<file path="src/rtl/amba_axi4_lite_pkg.sv">
// Shared AXI4-Lite definitions: response codes, master sequencing states, bus widths.
package amba_axi4_lite_pkg;

  localparam int AXI_ADDR_W = 32;
  localparam int AXI_DATA_W = 32;
  localparam int AXI_STRB_W = AXI_DATA_W / 8;

  typedef enum logic [1:0] {
    RESP_OKAY   = 2'b00,
    RESP_EXOKAY = 2'b01,
    RESP_SLVERR = 2'b10,
    RESP_DECERR = 2'b11
  } axi_resp_e;

  typedef enum logic [2:0] {
    ST_IDLE    = 3'd0,
    ST_WR_REQ  = 3'd1,
    ST_WR_RESP = 3'd2,
    ST_RD_ADDR = 3'd3,
    ST_RD_DATA = 3'd4
  } master_state_e;

  // Unprivileged, secure, data access for every transfer this master issues.
  function automatic logic [2:0] axi_prot_default();
    return 3'b000;
  endfunction

endpackage

</file>
<file path="src/rtl/amba_axi4_lite_master.sv">
// AXI4-Lite initiator: one outstanding single-beat read or write per local command,
// with a response pulse on completion and a per-wait stall timeout indicator.
//
// state      | meaning
// ST_IDLE    | ready for a command (o_cmd_ready high)
// ST_WR_REQ  | AW and W offered, each retired independently on its handshake
// ST_WR_RESP | BREADY high, waiting for the write response
// ST_RD_ADDR | AR offered, waiting for ARREADY
// ST_RD_DATA | RREADY high, waiting for read data
module amba_axi4_lite_master
  import amba_axi4_lite_pkg::*;
#(
  parameter int C_M_AXI_DATA_WIDTH = AXI_DATA_W,
  parameter int C_M_AXI_ADDR_WIDTH = AXI_ADDR_W,
  parameter int TIMEOUT_CYCLES     = 256
) (
  input  logic                            M_AXI_ACLK,
  input  logic                            M_AXI_ARESETN,

  output logic [C_M_AXI_ADDR_WIDTH-1:0]   M_AXI_AWADDR,
  output logic [2:0]                      M_AXI_AWPROT,
  output logic                            M_AXI_AWVALID,
  input  logic                            M_AXI_AWREADY,

  output logic [C_M_AXI_DATA_WIDTH-1:0]   M_AXI_WDATA,
  output logic [AXI_STRB_W-1:0]           M_AXI_WSTRB,
  output logic                            M_AXI_WVALID,
  input  logic                            M_AXI_WREADY,

  input  logic [1:0]                      M_AXI_BRESP,
  input  logic                            M_AXI_BVALID,
  output logic                            M_AXI_BREADY,

  output logic [C_M_AXI_ADDR_WIDTH-1:0]   M_AXI_ARADDR,
  output logic [2:0]                      M_AXI_ARPROT,
  output logic                            M_AXI_ARVALID,
  input  logic                            M_AXI_ARREADY,

  input  logic [C_M_AXI_DATA_WIDTH-1:0]   M_AXI_RDATA,
  input  logic [1:0]                      M_AXI_RRESP,
  input  logic                            M_AXI_RVALID,
  output logic                            M_AXI_RREADY,

  input  logic                            i_cmd_valid,
  output logic                            o_cmd_ready,
  input  logic                            i_cmd_write,
  input  logic [C_M_AXI_ADDR_WIDTH-1:0]   i_cmd_addr,
  input  logic [C_M_AXI_DATA_WIDTH-1:0]   i_cmd_wdata,
  input  logic [AXI_STRB_W-1:0]           i_cmd_wstrb,

  output logic                            o_rsp_valid,
  output logic                            o_rsp_write,
  output logic [C_M_AXI_DATA_WIDTH-1:0]   o_rsp_rdata,
  output logic [1:0]                      o_rsp_resp,
  output logic                            o_timeout
);

  localparam int CNT_W = (TIMEOUT_CYCLES < 2) ? 1 : $clog2(TIMEOUT_CYCLES + 1);
  localparam logic [CNT_W-1:0] TMO_VAL = CNT_W'(TIMEOUT_CYCLES);

  master_state_e                   state_q, state_d;
  logic                            cmd_ready_q, cmd_ready_d;
  logic [C_M_AXI_ADDR_WIDTH-1:0]   awaddr_q, awaddr_d;
  logic [C_M_AXI_ADDR_WIDTH-1:0]   araddr_q, araddr_d;
  logic [C_M_AXI_DATA_WIDTH-1:0]   wdata_q, wdata_d;
  logic [AXI_STRB_W-1:0]           wstrb_q, wstrb_d;
  logic                            awvalid_q, awvalid_d;
  logic                            wvalid_q, wvalid_d;
  logic                            bready_q, bready_d;
  logic                            arvalid_q, arvalid_d;
  logic                            rready_q, rready_d;
  logic                            rsp_valid_q, rsp_valid_d;
  logic                            rsp_write_q, rsp_write_d;
  logic [C_M_AXI_DATA_WIDTH-1:0]   rsp_rdata_q, rsp_rdata_d;
  axi_resp_e                       rsp_resp_q, rsp_resp_d;
  logic [CNT_W-1:0]                tmo_cnt_q, tmo_cnt_d;
  logic                            timeout_q, timeout_d;

  logic aw_hs, w_hs, b_hs, ar_hs, r_hs;
  logic progress;

  assign aw_hs = awvalid_q & M_AXI_AWREADY;
  assign w_hs  = wvalid_q  & M_AXI_WREADY;
  assign b_hs  = bready_q  & M_AXI_BVALID;
  assign ar_hs = arvalid_q & M_AXI_ARREADY;
  assign r_hs  = rready_q  & M_AXI_RVALID;

  always_comb begin
    state_d     = state_q;
    cmd_ready_d = cmd_ready_q;
    awaddr_d    = awaddr_q;
    araddr_d    = araddr_q;
    wdata_d     = wdata_q;
    wstrb_d     = wstrb_q;
    awvalid_d   = awvalid_q;
    wvalid_d    = wvalid_q;
    bready_d    = bready_q;
    arvalid_d   = arvalid_q;
    rready_d    = rready_q;
    rsp_valid_d = 1'b0;
    rsp_write_d = rsp_write_q;
    rsp_rdata_d = rsp_rdata_q;
    rsp_resp_d  = rsp_resp_q;
    progress    = 1'b0;

    case (state_q)
      ST_IDLE: begin
        cmd_ready_d = 1'b1;
        if (i_cmd_valid && cmd_ready_q) begin
          cmd_ready_d = 1'b0;
          if (i_cmd_write) begin
            state_d   = ST_WR_REQ;
            awaddr_d  = i_cmd_addr;
            wdata_d   = i_cmd_wdata;
            wstrb_d   = i_cmd_wstrb;
            awvalid_d = 1'b1;
            wvalid_d  = 1'b1;
          end else begin
            state_d   = ST_RD_ADDR;
            araddr_d  = i_cmd_addr;
            arvalid_d = 1'b1;
          end
        end
      end

      ST_WR_REQ: begin
        // AW and W retire independently; a channel already done counts as complete.
        if (aw_hs) awvalid_d = 1'b0;
        if (w_hs)  wvalid_d  = 1'b0;
        progress = aw_hs | w_hs;
        if ((!awvalid_q || aw_hs) && (!wvalid_q || w_hs)) begin
          state_d  = ST_WR_RESP;
          bready_d = 1'b1;
        end
      end

      ST_WR_RESP: begin
        if (b_hs) begin
          progress    = 1'b1;
          bready_d    = 1'b0;
          state_d     = ST_IDLE;
          cmd_ready_d = 1'b1;
          rsp_valid_d = 1'b1;
          rsp_write_d = 1'b1;
          rsp_rdata_d = '0;
          rsp_resp_d  = axi_resp_e'(M_AXI_BRESP);
        end
      end

      ST_RD_ADDR: begin
        if (ar_hs) begin
          progress  = 1'b1;
          arvalid_d = 1'b0;
          rready_d  = 1'b1;
          state_d   = ST_RD_DATA;
        end
      end

      ST_RD_DATA: begin
        if (r_hs) begin
          progress    = 1'b1;
          rready_d    = 1'b0;
          state_d     = ST_IDLE;
          cmd_ready_d = 1'b1;
          rsp_valid_d = 1'b1;
          rsp_write_d = 1'b0;
          rsp_rdata_d = M_AXI_RDATA;
          rsp_resp_d  = axi_resp_e'(M_AXI_RRESP);
        end
      end

      default: begin
        state_d     = ST_IDLE;
        cmd_ready_d = 1'b0;
        awvalid_d   = 1'b0;
        wvalid_d    = 1'b0;
        bready_d    = 1'b0;
        arvalid_d   = 1'b0;
        rready_d    = 1'b0;
      end
    endcase
  end

  always_ff @(posedge M_AXI_ACLK or negedge M_AXI_ARESETN) begin
    if (!M_AXI_ARESETN) begin
      state_q     <= ST_IDLE;
      cmd_ready_q <= 1'b0;
      awaddr_q    <= '0;
      araddr_q    <= '0;
      wdata_q     <= '0;
      wstrb_q     <= '0;
      awvalid_q   <= 1'b0;
      wvalid_q    <= 1'b0;
      bready_q    <= 1'b0;
      arvalid_q   <= 1'b0;
      rready_q    <= 1'b0;
      rsp_valid_q <= 1'b0;
      rsp_write_q <= 1'b0;
      rsp_rdata_q <= '0;
      rsp_resp_q  <= RESP_OKAY;
    end else begin
      state_q     <= state_d;
      cmd_ready_q <= cmd_ready_d;
      awaddr_q    <= awaddr_d;
      araddr_q    <= araddr_d;
      wdata_q     <= wdata_d;
      wstrb_q     <= wstrb_d;
      awvalid_q   <= awvalid_d;
      wvalid_q    <= wvalid_d;
      bready_q    <= bready_d;
      arvalid_q   <= arvalid_d;
      rready_q    <= rready_d;
      rsp_valid_q <= rsp_valid_d;
      rsp_write_q <= rsp_write_d;
      rsp_rdata_q <= rsp_rdata_d;
      rsp_resp_q  <= rsp_resp_d;
    end
  end

  // Stall counter restarts on every state change or handshake, then saturates at the limit
  // so o_timeout fires once per stalled wait while the bus keeps waiting.
  always_comb begin
    tmo_cnt_d = tmo_cnt_q;
    timeout_d = 1'b0;
    if ((state_d != state_q) || progress) begin
      tmo_cnt_d = '0;
    end else if ((TIMEOUT_CYCLES != 0) && (state_q != ST_IDLE) && (tmo_cnt_q != TMO_VAL)) begin
      tmo_cnt_d = tmo_cnt_q + CNT_W'(1);
      timeout_d = (tmo_cnt_d == TMO_VAL);
    end
  end

  always_ff @(posedge M_AXI_ACLK or negedge M_AXI_ARESETN) begin
    if (!M_AXI_ARESETN) begin
      tmo_cnt_q <= '0;
      timeout_q <= 1'b0;
    end else begin
      tmo_cnt_q <= tmo_cnt_d;
      timeout_q <= timeout_d;
    end
  end

  assign M_AXI_AWADDR  = awaddr_q;
  assign M_AXI_AWPROT  = axi_prot_default();
  assign M_AXI_AWVALID = awvalid_q;
  assign M_AXI_WDATA   = wdata_q;
  assign M_AXI_WSTRB   = wstrb_q;
  assign M_AXI_WVALID  = wvalid_q;
  assign M_AXI_BREADY  = bready_q;
  assign M_AXI_ARADDR  = araddr_q;
  assign M_AXI_ARPROT  = axi_prot_default();
  assign M_AXI_ARVALID = arvalid_q;
  assign M_AXI_RREADY  = rready_q;
  assign o_cmd_ready   = cmd_ready_q;
  assign o_rsp_valid   = rsp_valid_q;
  assign o_rsp_write   = rsp_write_q;
  assign o_rsp_rdata   = rsp_rdata_q;
  assign o_rsp_resp    = rsp_resp_q;
  assign o_timeout     = timeout_q;

endmodule

</file>
<file path="config.mk">
export PLATFORM = sky130hd
export DESIGN_NAME = amba_axi4_lite_master
export DESIGN_NICKNAME = d
export VERILOG_FILES = /design/src/rtl/amba_axi4_lite_pkg.sv /design/src/rtl/amba_axi4_lite_master.sv
export SDC_FILE = /design/constraint.sdc
export NUM_CORES = 1
export LEC_CHECK = 0
export ABC_AREA = 1
export CAP_MARGIN = 10
export CORE_MARGIN = 1
export CORE_UTILIZATION = 39
export CTS_CLUSTER_SIZE = 14
export DETAILED_ROUTE_END_ITERATION = 12
export GPL_TIMING_DRIVEN = 0
export PLACE_DENSITY = 0.77
export SETUP_SLACK_MARGIN = 0.2
export SLEW_MARGIN = 20
export SYNTH_ARGS = -nofsm -noshare
export SYNTH_HDL_FRONTEND = slang
export SYNTH_SLANG_ARGS = --single-unit
</file>
<file path="constraint.sdc">
create_clock -name M_AXI_ACLK -period 1.6 [get_ports M_AXI_ACLK]
set_input_delay 0.16 -clock M_AXI_ACLK [delete_from_list [all_inputs] [get_ports M_AXI_ACLK]]
set_output_delay 0.16 -clock M_AXI_ACLK [all_outputs]
set_load 0.02 [all_outputs]
</file>
==> flow_metrics.env <==
export IMPL_period_needed_ps=1660
export IMPL_cts_buffer_depth=2
export IMPL_skew_ps=23.5
export IMPL_synth_top_area_cell="dfrtp_1"
export IMPL_muxShareOfSynthArea=0.0726
export IMPL_drv_cap=0
export IMPL_rsz0062_at_grt="yes"
export IMPL_die_area_um2=16700
export IMPL_row_count=46
export IMPL_postPlaceCellArea_um2=9200
export IMPL_fin_area_um2=10800
export IMPL_avgSynthCellArea_um2=10.6
export IMPL_crit_start="state_q[1]"
export IMPL_vias=5452
export IMPL_wl_per_cell_um=16.5
export IMPL_fmax_mhz=601
export IMPL_p_sw_uw=8220
export IMPL_p_int_uw=12700
export IMPL_synth_top_family_by_area="simple AND/OR/NAND/NOR gates"
export IMPL_worst_r2r_startpoint="state_q[1]"
export IMPL_root_buffer="clkbuf_16"
export IMPL_peakVddDrop_v=0.00119
export IMPL_cts_made_buffers=17
export IMPL_insertion_delay_ps=430
export IMPL_cp_end_kind="flop"
export IMPL_drt_first_pass_iters=5
export IMPL_grt_pass1_wl_mm=28.0
export IMPL_async_reset_ff_frac=1.00
export IMPL_yosys_area_share_simple=0.121
export IMPL_htreeDepth=4
export IMPL_grt_max_degree=80
export IMPL_ant_nets=0
export IMPL_violations="setup timing"
export IMPL_drc=0
export IMPL_period_share=1.04
export IMPL_clkTransAtPathRegs_ps=70
export IMPL_cts_tree="built"
export IMPL_hold_viol_final=0
export IMPL_place_gp_congestion=0.839
export IMPL_synth_fa_ha_area_frac=0.00397
export IMPL_crit_type="reg2reg"
export IMPL_clock_sinks=155
export IMPL_via_per_inst=4.74
export IMPL_synth_area_leaders="dfrtp_1 62%, nand2_1 7.4%, o21ai_0 6.3%"
export IMPL_yosys_most_used_dff="dfrtp_1"
export IMPL_synth_compound_area_frac=0.115
export IMPL_fp_coreArea_um2=15800
export IMPL_hp_class="in2reg"
export IMPL_drt_total_wl_mm=19.0
export IMPL_antenna_cells=0
export IMPL_track_usage=0.220
export IMPL_fp_dieH_um=129
export IMPL_worst_slew_pin_transition_ps=610
export IMPL_area_growth_syn_to_layout_pct=71.4
export IMPL_grt_pass1_vias=5435
export IMPL_antenna_found_initial=0
export IMPL_crit_path_max_fanout=6
export IMPL_status="finished, violations left"
export IMPL_die_x_um=129
export IMPL_initial_utilization=0.398
export IMPL_syn_area_um2=6310
export IMPL_pre_cts_slack_ps=-191
export IMPL_start_kind="flop"
export IMPL_cp_required_ps=1930
export IMPL_powerDensity_nw_per_um2=1930
export IMPL_yosys_top_cells_count="155 x dfrtp_1, 125 x nand2_1, 80 x o21ai_0"
export IMPL_dpl_hpwl_mm=12.2
export IMPL_hold_ws_ps=280
export IMPL_finalNetCount=1037
export IMPL_swShare=0.394
export IMPL_multiInputGateArea_um2=2370
export IMPL_setup_viol=50
export IMPL_final_util=0.683
export IMPL_synth_seq_cells=155
export IMPL_worstPathArrival_ps=2000
export IMPL_ys_seq_area_frac=0.615
export IMPL_synth_cell_type_count=31
export IMPL_ys_warn_count=0
export IMPL_worstHoldStart="i_cmd_addr[16]"
export IMPL_setup_slack_ps=-64.6
export IMPL_yosys_cell_count_top_type="dfrtp_1"
export IMPL_synth_top_area_share=0.615
export IMPL_regArea_um2=3880
export IMPL_synth_edf_count=0
export IMPL_slew_headroom=0.594
export IMPL_total_power_uw=20900
export IMPL_p_leak_uw=0.00569
export IMPL_drv_slew=0
export IMPL_port_buffers=255
export IMPL_gr_total_overflow=0
export IMPL_drt_iter0_markers=261
export IMPL_combPwrFrac=0.472
export IMPL_post_route_cells_drive_above_1_share=0.255
export IMPL_seqPwrFrac=0.326
export IMPL_synth_xor_area_frac=0.00278
export IMPL_num_fill_cells=1162
export IMPL_pwr_share_clk=0.202
export IMPL_postSynthCellCount=595
export IMPL_pin_count=262
==> layer usage <==
layer,GRT usage,vias to the layer above,part of all wire
met5,0,-,0
met4,0.0962,0,0.020
met3,0.0714,24,0.068
met2,0.371,168,0.52
met1,0.258,2646,0.39
li1,-,2614,-
==> flip-flops by register name, indices dropped and copies added, names as in the netlist, 2 cells and up <==
signal,count
M_AXI_WDATA,32
M_AXI_ARADDR,32
o_rsp_resp,2
M_AXI_AWADDR,32
state_q,3
M_AXI_WSTRB,4
o_rsp_rdata,32
tmo_cnt_q,9
==> power by group through the flow <==
stage                     logic (µW)  registers (µW)  clock network (µW)
after global routing           10500            7030                4450
after CTS                       9330            6720                4290
after floorplan                 2570            8840                   0
after detailed placement        9280            6800                   0
after global placement          9150            6740                   0
final                           9850            6820                4210
==> critical path, stage by stage (launching register included) <==
cell and delay (ps):
dfrtp_2 450, nor2_4 160, buf_6 140, nand2_8 70, inv_8 70, nand2_8 50, nand2_8 90, buf_4 110
buf_6 90, buf_6 110, nor2_2 40, a31oi_1 190
==> stage by stage <==
stage	cells	setup TNS, ps
after floorplan	600	0
after global placement	1071	-934760
after detailed placement	1072	-10230
after CTS	1142	-311
after global routing	1151	-5480
final	1151	-1280
==> what timing repair did <==
item                       in CTS  in global routing
hold buffers                    1                  0
setup buffers                  27                  8
setup endpoints to repair     290                173
pin swaps                      15                 16
gates resized for setup       280                121
hold endpoints to repair       76                  0
cloned                         10                  1
==> placed cells by master (no fill, tap or decap), types with 5 or more instances in the layout <==
cell	Yosys	layout
inv_1	64	60
inv_6	0	5
o21ai_2	0	21
nand2_1	125	86
o21ai_1	0	40
nand3_1	13	12
conb_1	1	6
buf_4	8	33
nand2_2	5	30
o21ai_0	80	19
buf_6	3	16
clkdlybuf4s50_1	0	111
dlygate4sd2_1	0	117
mux2_4	14	15
dfrtp_1	155	152
clkbuf_16	0	19
buf_8	0	15
nand2_4	1	13
a22o_1	32	32
nor2_1	28	22
buf_16	0	5
mux2_2	22	21
dlymetal6s2s_1	0	21
==> path summary, 6_finish.rpt <==
check	end	slack, ps	cells after the start
hold reg to reg	M_AXI_AWADDR[2]	480	2
setup / recovery	o_rsp_resp[1]	-60	11
setup reg to reg	o_rsp_resp[1]	-60	11
hold / removal	M_AXI_ARADDR[16]	280	3
max in group asynchronous	state_q[0]	500	3
min in group asynchronous	o_rsp_rdata[16]	300	2
==> cell type report <==
class,instances,share of cell area
Multi-Input combinational cell,349,0.219
Sequential cell,155,0.359
Tap cell,216,0.0250
Inverter,67,0.0256
Timing Repair inverter,1,0.000810
Timing Repair Buffer,301,0.278
Clock buffer,20,0.0432
Buffer,30,0.0353
Clock inverter,12,0.0139
==> cells by family (layout without fill, tap and decap cells) <==
kind of cell | after synthesis | in the layout
flip-flops | 155 | 155
multiplexers | 36 | 36
AO/OA/AOI/OAI | 119 | 119
buffers and inverters | 97 | 431
other | 1 | 6
adder cells (fa/ha/maj) | 2 | 2
AND/OR/NAND/NOR | 183 | 184
XOR/XNOR | 2 | 2
(Power assumes the default switching activity.)
==> variant 1: new RTL, same settings <==
The package constant `AXI_ADDR_W` goes from 32 to 40.
--- a/src/rtl/amba_axi4_lite_pkg.sv
+++ b/src/rtl/amba_axi4_lite_pkg.sv
@@ -3,3 +3,3 @@
 
-  localparam int AXI_ADDR_W = 32;
+  localparam int AXI_ADDR_W = 40;
   localparam int AXI_DATA_W = 32;
Ports: changed (resized M_AXI_ARADDR, M_AXI_AWADDR and i_cmd_addr); port bits go from 262 to 286. The function was not compared with the original's and may differ.
==> variant 1 against the unedited design <==
The flow still finishes with violations (negative setup slack). Critical endpoint is now tmo_cnt_q[7]. Highest routed layer unchanged. Critical path type unchanged. Count of clock-buffer cells in the layout is 3 lower. Utilization is 1.0 points higher. Area after synthesis is 12% higher. Routed wire length is 26% higher. Total power is 13% higher. Final area is 12% higher. Setup slack worse by 0.033 ns. Die area is 11% higher. Sequential cell count is 16 higher.
==> variant 1: results (changes against the unedited design) <==
| Metric | Value |
|---|---|
| Outcome | `complete, but fails checks` |
| Failing checks | `negative setup slack` |
| Met1 global-route usage | `28.2% (+2.4 points)` |
| Inst Count DP | `1163 (+8.5%)` |
| Root Driver | `clkbuf_16` |
| Nets | `1145 (+10%)` |
| Cell count after synthesis | `653 (+9.7%)` |
| Ys async rst share | `100% (unchanged)` |
| HP Class | `primary input to async pin` |
| CTS buffer count | `17 (unchanged)` |
| Crit. Startpoint | `state_q[0]` |
| First-pass GRT wire length | `34.2 mm (+22%)` |
| Fillers | `1237 (+6.5%)` |
| Largest net degree at the start of global routing | `91 (+14%)` |
| VDD IR max | `1.15 mV (-3.2%)` |
| WL per Instance | `19.0 um (+15%)` |
| First-pass DRT Iterations | `5 (unchanged)` |
| CP max stage delay | `0.45 ns (about the same)` |
| Pre-CTS setup slack | `-0.223 ns (-0.0325 ns)` |
| Synth Area in Compound Gates | `11.4% (-0.059 points)` |
| RePlAce Congestion | `0.856 (+2.0%)` |
| DP HPWL | `14.4 mm (+18%)` |
| DR iter-0 viols | `299 (+15%)` |
| Xor/xnor cell area share of the yosys netlist | `0.249% (-0.029 points)` |
| Post-synthesis mux area share | `7.68% (+0.42 points)` |
| Setup crit end | `tmo_cnt_q[7]` |
| Seq/Total Area, Yosys | `60.8% (-0.73 points)` |
| Slew @ Worst Pin | `0.623 ns (+0.0137 ns)` |
| Leak | `0.00617 uW (+8.5%)` |
| Synth Area in Adders | `0.355% (-0.041 points)` |
| Met2 GRT Util | `41.8% (+4.7 points)` |
| Clk buf depth | `2 (unchanged)` |
| CP Max Fanout | `5 (-1)` |
| Synth top area cells | `dfrtp_1, mux2_4, nand2_1` |
| Synthesis Warnings | `0 (unchanged)` |
| Worst-skew pair later-pin latency | `0.43 ns (about the same)` |
| Setup violators final | `91 (+82%)` |
| Routed wire length | `23.9 mm (+26%)` |
| Top cells by count, synth | `dfrtp_1, nand2_1, o21ai_0` |
| Worst clock skew | `0.0106 ns (-0.0129 ns)` |
| DR vias/cell | `4.99 (+5.4%)` |
| Clock slew at reported path FFs | `0.07 ns (about the same)` |
| Layout cells sized above 1 | `30.7% (+5.2 points)` |
| Initial antenna violation count | `0 (unchanged)` |
| # port buffers | `279 (+9.4%)` |
| Worst reg-to-reg path cell count | `10 (-1)` |
| Unique masters post-synth | `32 (+3.2%)` |
| Critical path arrival | `2.06 ns (+0.06 ns)` |
| Fin worst setup slack | `-0.0978 ns (-0.0332 ns)` |
| Vias in the first global route | `6238 (+15%)` |
| Total GRT Usage | `24.7% (+2.7 points)` |
| Max H-tree Level | `4 (unchanged)` |
| Diode count | `0 (unchanged)` |
| GR Util met3 | `9.13% (+2.0 points)` |
| CP max-delay cell | `dfrtp_2` |
[variant 1: cell count changes in the layout (fill, tap and decap cells not counted), sizes merged, moves of 3 or more]
| cell | unedited run | this run |
|---|---|---|
| clkdlybuf4s15 | 4 | 7 |
| o21ai | 80 | 96 |
| buf | 73 | 89 |
| inv | 72 | 79 |
| nand2 | 132 | 149 |
| clkdlybuf4s50 | 111 | 119 |
| dlymetal6s2s | 21 | 0 |
| dfrtp | 155 | 171 |
| dlygate4sd2 | 117 | 151 |
[variant 1: power by group]
part           switching [uW]  internal, uW
Sequential               1380          6300
Clock                    1860          2330
Combinational            6340          5350
Total                    9580         14000
[variant 1: how the worst min path moves through the flow]
| stage | startpoint | to | slack, ns | cells past startpoint |
|---|---|---|---|---|
| detailed placement | M_AXI_ARESETN | M_AXI_WDATA[26] | 0.17 | 1 |
| floorplan | M_AXI_ARESETN | M_AXI_ARADDR[0] | -0.14 | 0 |
| finish | M_AXI_ARESETN | M_AXI_WDATA[26] | 0.29 | 2 |
| global route | i_cmd_addr[3] | M_AXI_ARADDR[3] | 0.28 | 3 |
| global placement | M_AXI_AWADDR[30] | M_AXI_AWADDR[30] | 0.46 | 2 |
| CTS | i_cmd_addr[25] | M_AXI_ARADDR[25] | 0.27 | 3 |
[variant 1: routing by layer]
layer,vias up,share of wire [%]
met5,-,0
met4,0,2.6
met3,51,9.2
met2,316,50
met1,3032,38
li1,2883,-
[variant 1: critical path, delay by kind of cell, from the launching register on]
kind	cells	cell delay (ns)
buf+inv	3	0.37
compound gates	1	0.15
flops	1	0.45
simple gates	6	0.66
[variant 1: metrics by stage]
stage | power [uW] | utilization (%) | area [um2] | setup TNS [ns]
2_1_floorplan | 12800 | - | 7070 | 0
3_3_place_gp | 17800 | 58.0 | 10100 | -1153.29
3_5_place_dp | 18100 | 58.2 | 10200 | -20.52
4_1_cts | 22500 | 66.5 | 11600 | -1.55
5_1_grt | 24800 | 69.3 | 12100 | -7.47
6_report | 23600 | 69.3 | 12100 | -2.48
[variant 1: layout make-up]
cell class                      instances  share of cell area, %
Clock inverter                         13                   1.31
Timing Repair Buffer                  342                   27.8
Tap cell                              225                   2.33
Sequential cell                       171                   35.4
Clock buffer                           17                   3.51
Buffer                                 32                   3.61
Inverter                               75                   2.55
Multi-Input combinational cell        383                   23.5
[variant 1: cells by family after synthesis]
group | after synthesis
flops | 171
xor+xnor | 2
mux | 36
other cells | 1
buf+inv | 107
compound gates | 135
fa+ha+maj | 2
simple gates | 199
[variant 1: what timing repair did]
item	in CTS	in global routing
buffers inserted	35	10
endpoints found under the setup margin	324	175
hold endpoints to repair	81	0
resized for setup	356	155
hold buffers	1	0
pin swaps	12	22
cloned	18	1
==> variant 2: new RTL, same settings <==
Without the edit above. Reset style: synchronous (`M_AXI_ARESETN`), changed in 2 clocked blocks.
--- a/src/rtl/amba_axi4_lite_master.sv
+++ b/src/rtl/amba_axi4_lite_master.sv
@@ -183,3 +183,3 @@
 
-  always_ff @(posedge M_AXI_ACLK or negedge M_AXI_ARESETN) begin
+  always_ff @(posedge M_AXI_ACLK) begin
     if (!M_AXI_ARESETN) begin
@@ -232,3 +232,3 @@
 
-  always_ff @(posedge M_AXI_ACLK or negedge M_AXI_ARESETN) begin
+  always_ff @(posedge M_AXI_ACLK) begin
     if (!M_AXI_ARESETN) begin
Check against the original RTL: differs if M_AXI_ARESETN is asserted again (counterexample within 4 cycles, from zero or initial values and one cycle with M_AXI_ARESETN low); with M_AXI_ARESETN held inactive, the same outputs for 4 cycles.
==> variant 2 against the unedited design <==
The run still ends with negative setup slack left. Via count is 27% higher. Area after synthesis is 3.9% lower. Final area is 2.7% higher. Routed wire length is 23% higher. Setup slack worse by 0.0087 ns. Sequential cell count stayed put. Critical endpoint is now o_timeout.
Power is not compared: it rests on default switching activity, and its combinational part moved more than twofold at a synthesized area within 25%.
==> variant 2: results (changes against the unedited design) <==
| Metric | Value |
|---|---|
| CTS buffer count | `17 (unchanged)` |
| CP max-delay cell | `dfxtp_4` |
| Seq/Total Area, Yosys | `51.2% (-10 points)` |
| Via count | `6914 (+27%)` |
| Total GRT Usage | `27.3% (+5.3 points)` |
| Post-CTS resize count | `396 (+41%)` |
| Nets | `1264 (+22%)` |
| CP max stage delay | `0.36 ns (-0.09 ns)` |
| Root Driver | `clkbuf_16` |
| Top cells by count, synth | `nor2_1, dfxtp_1, o21ai_0` |
| # port buffers | `254 (-0.39%)` |
| Slew @ Worst Pin | `0.807 ns (+0.197 ns)` |
| Cell Area, Placed | `8860 um2 (-3.7%)` |
| Unique masters post-synth | `30 (-3.2%)` |
| Fin worst setup slack | `-0.0732 ns (-0.00866 ns)` |
| Cell count after synthesis | `808 (+36%)` |
| Top delay family on crit path | `simple AND/OR/NAND/NOR gates` |
| Clk pwr share | `a little under two fifths` |
| Critical path arrival | `2.04 ns (+0.04 ns)` |
| Hold path endpoint | `M_AXI_AWADDR[24]` |
| Worst reg2reg endpoint | `o_timeout` |
| Routed wire length | `23.3 mm (+23%)` |
| First-pass GRT wire length | `34.0 mm (+21%)` |
| Fillers | `1109 (-4.6%)` |
| Synth top area cells | `dfxtp_1, nor2_1, o21ai_0` |
| CP Max Fanout | `5 (-1)` |
| Outcome | `complete, but fails checks` |
| Setup bufs post-CTS | `34 (+26%)` |
| DP HPWL | `13.5 mm (+10%)` |
| Ys async rst share | `0% (-100 points)` |
| HP Start | `M_AXI_ARESETN` |
| DR vias/cell | `5.13 (+8.3%)` |
| RePlAce Congestion | `0.861 (+2.5%)` |
| Largest net degree at the start of global routing | `17 (-79%)` |
| Crit. Startpoint | `state_q[0]` |
| Worst clock skew | `0.0138 ns (-0.00965 ns)` |
| Layout cells sized above 1 | `26.9% (+1.4 points)` |
| DR iter-0 viols | `431 (+65%)` |
| Inst Count DP | `1255 (+17%)` |
| Setup violators final | `20 (-60%)` |
| Top FF cell, synth | `dfxtp_1` |
| Failing checks | `negative setup slack` |
| Worst-skew pair later-pin latency | `0.44 ns` |
| Vias in the first global route | `6760 (+24%)` |
variant 2: changes by cell type after synthesis, moves of 40 or more:
| cell | change |
|---|---|
| a21oi_1 | +41 |
| dfrtp_1 | -155 |
| dfxtp_1 | +155 |
| nand2_1 | -51 |
| nor2_1 | +238 |
| o21ai_0 | +40 |
variant 2: cell type report:
| class | instances | area, um2 | area share, % |
|---|---|---|---|
| clock buffers | 18 | 429 | 3.87 |
| multi-input cells | 572 | 3270 | 29.5 |
| inverters | 34 | 164 | 1.48 |
| flip-flops and latches | 155 | 3110 | 28.0 |
| clock inverters | 13 | 211 | 1.91 |
| repair buffers | 313 | 3170 | 28.5 |
| plain buffers | 53 | 494 | 4.45 |
| well taps | 188 | 235 | 2.12 |
| repair inverters | 2 | 16.3 | 0.147 |
variant 2: logic make-up after synthesis:
logic type | Yosys count | share of synthesized area (%)
buffers and inverters | 87 | 7.10
xor gates and xnor gates | 2 | 0.289
and+or+nand+nor | 371 | 25.0
DFF | 155 | 51.2
other | 1 | 0.0619
adders and majority gates | 3 | 0.619
AOI/OAI and AO/OA | 189 | 15.7
variant 2: stage by stage:
stage	setup TNS [ns]	hold slack [ns]	setup slack [ns]	total power [uW]
final	-0.740	0.211	-0.0732	12100
after global placement	-13.24	0.452	-0.274	6900
after CTS	-0.0822	0.199	-0.0152	11800
after floorplan	0	0.295	0.265	5710
after detailed placement	-13.74	0.460	-0.287	6920
after global routing	-4.26	0.221	-0.154	12500
variant 2: per-layer routing:
| layer | track usage, % | routed length (um) | part of all wire (%) |
|---|---|---|---|
| met5 | 0 | 0 | 0 |
| met4 | 11.1 | 751 | 3.2 |
| met3 | 9.19 | 2250 | 9.6 |
| met2 | 47.7 | 11600 | 50 |
| met1 | 30.6 | 8750 | 38 |
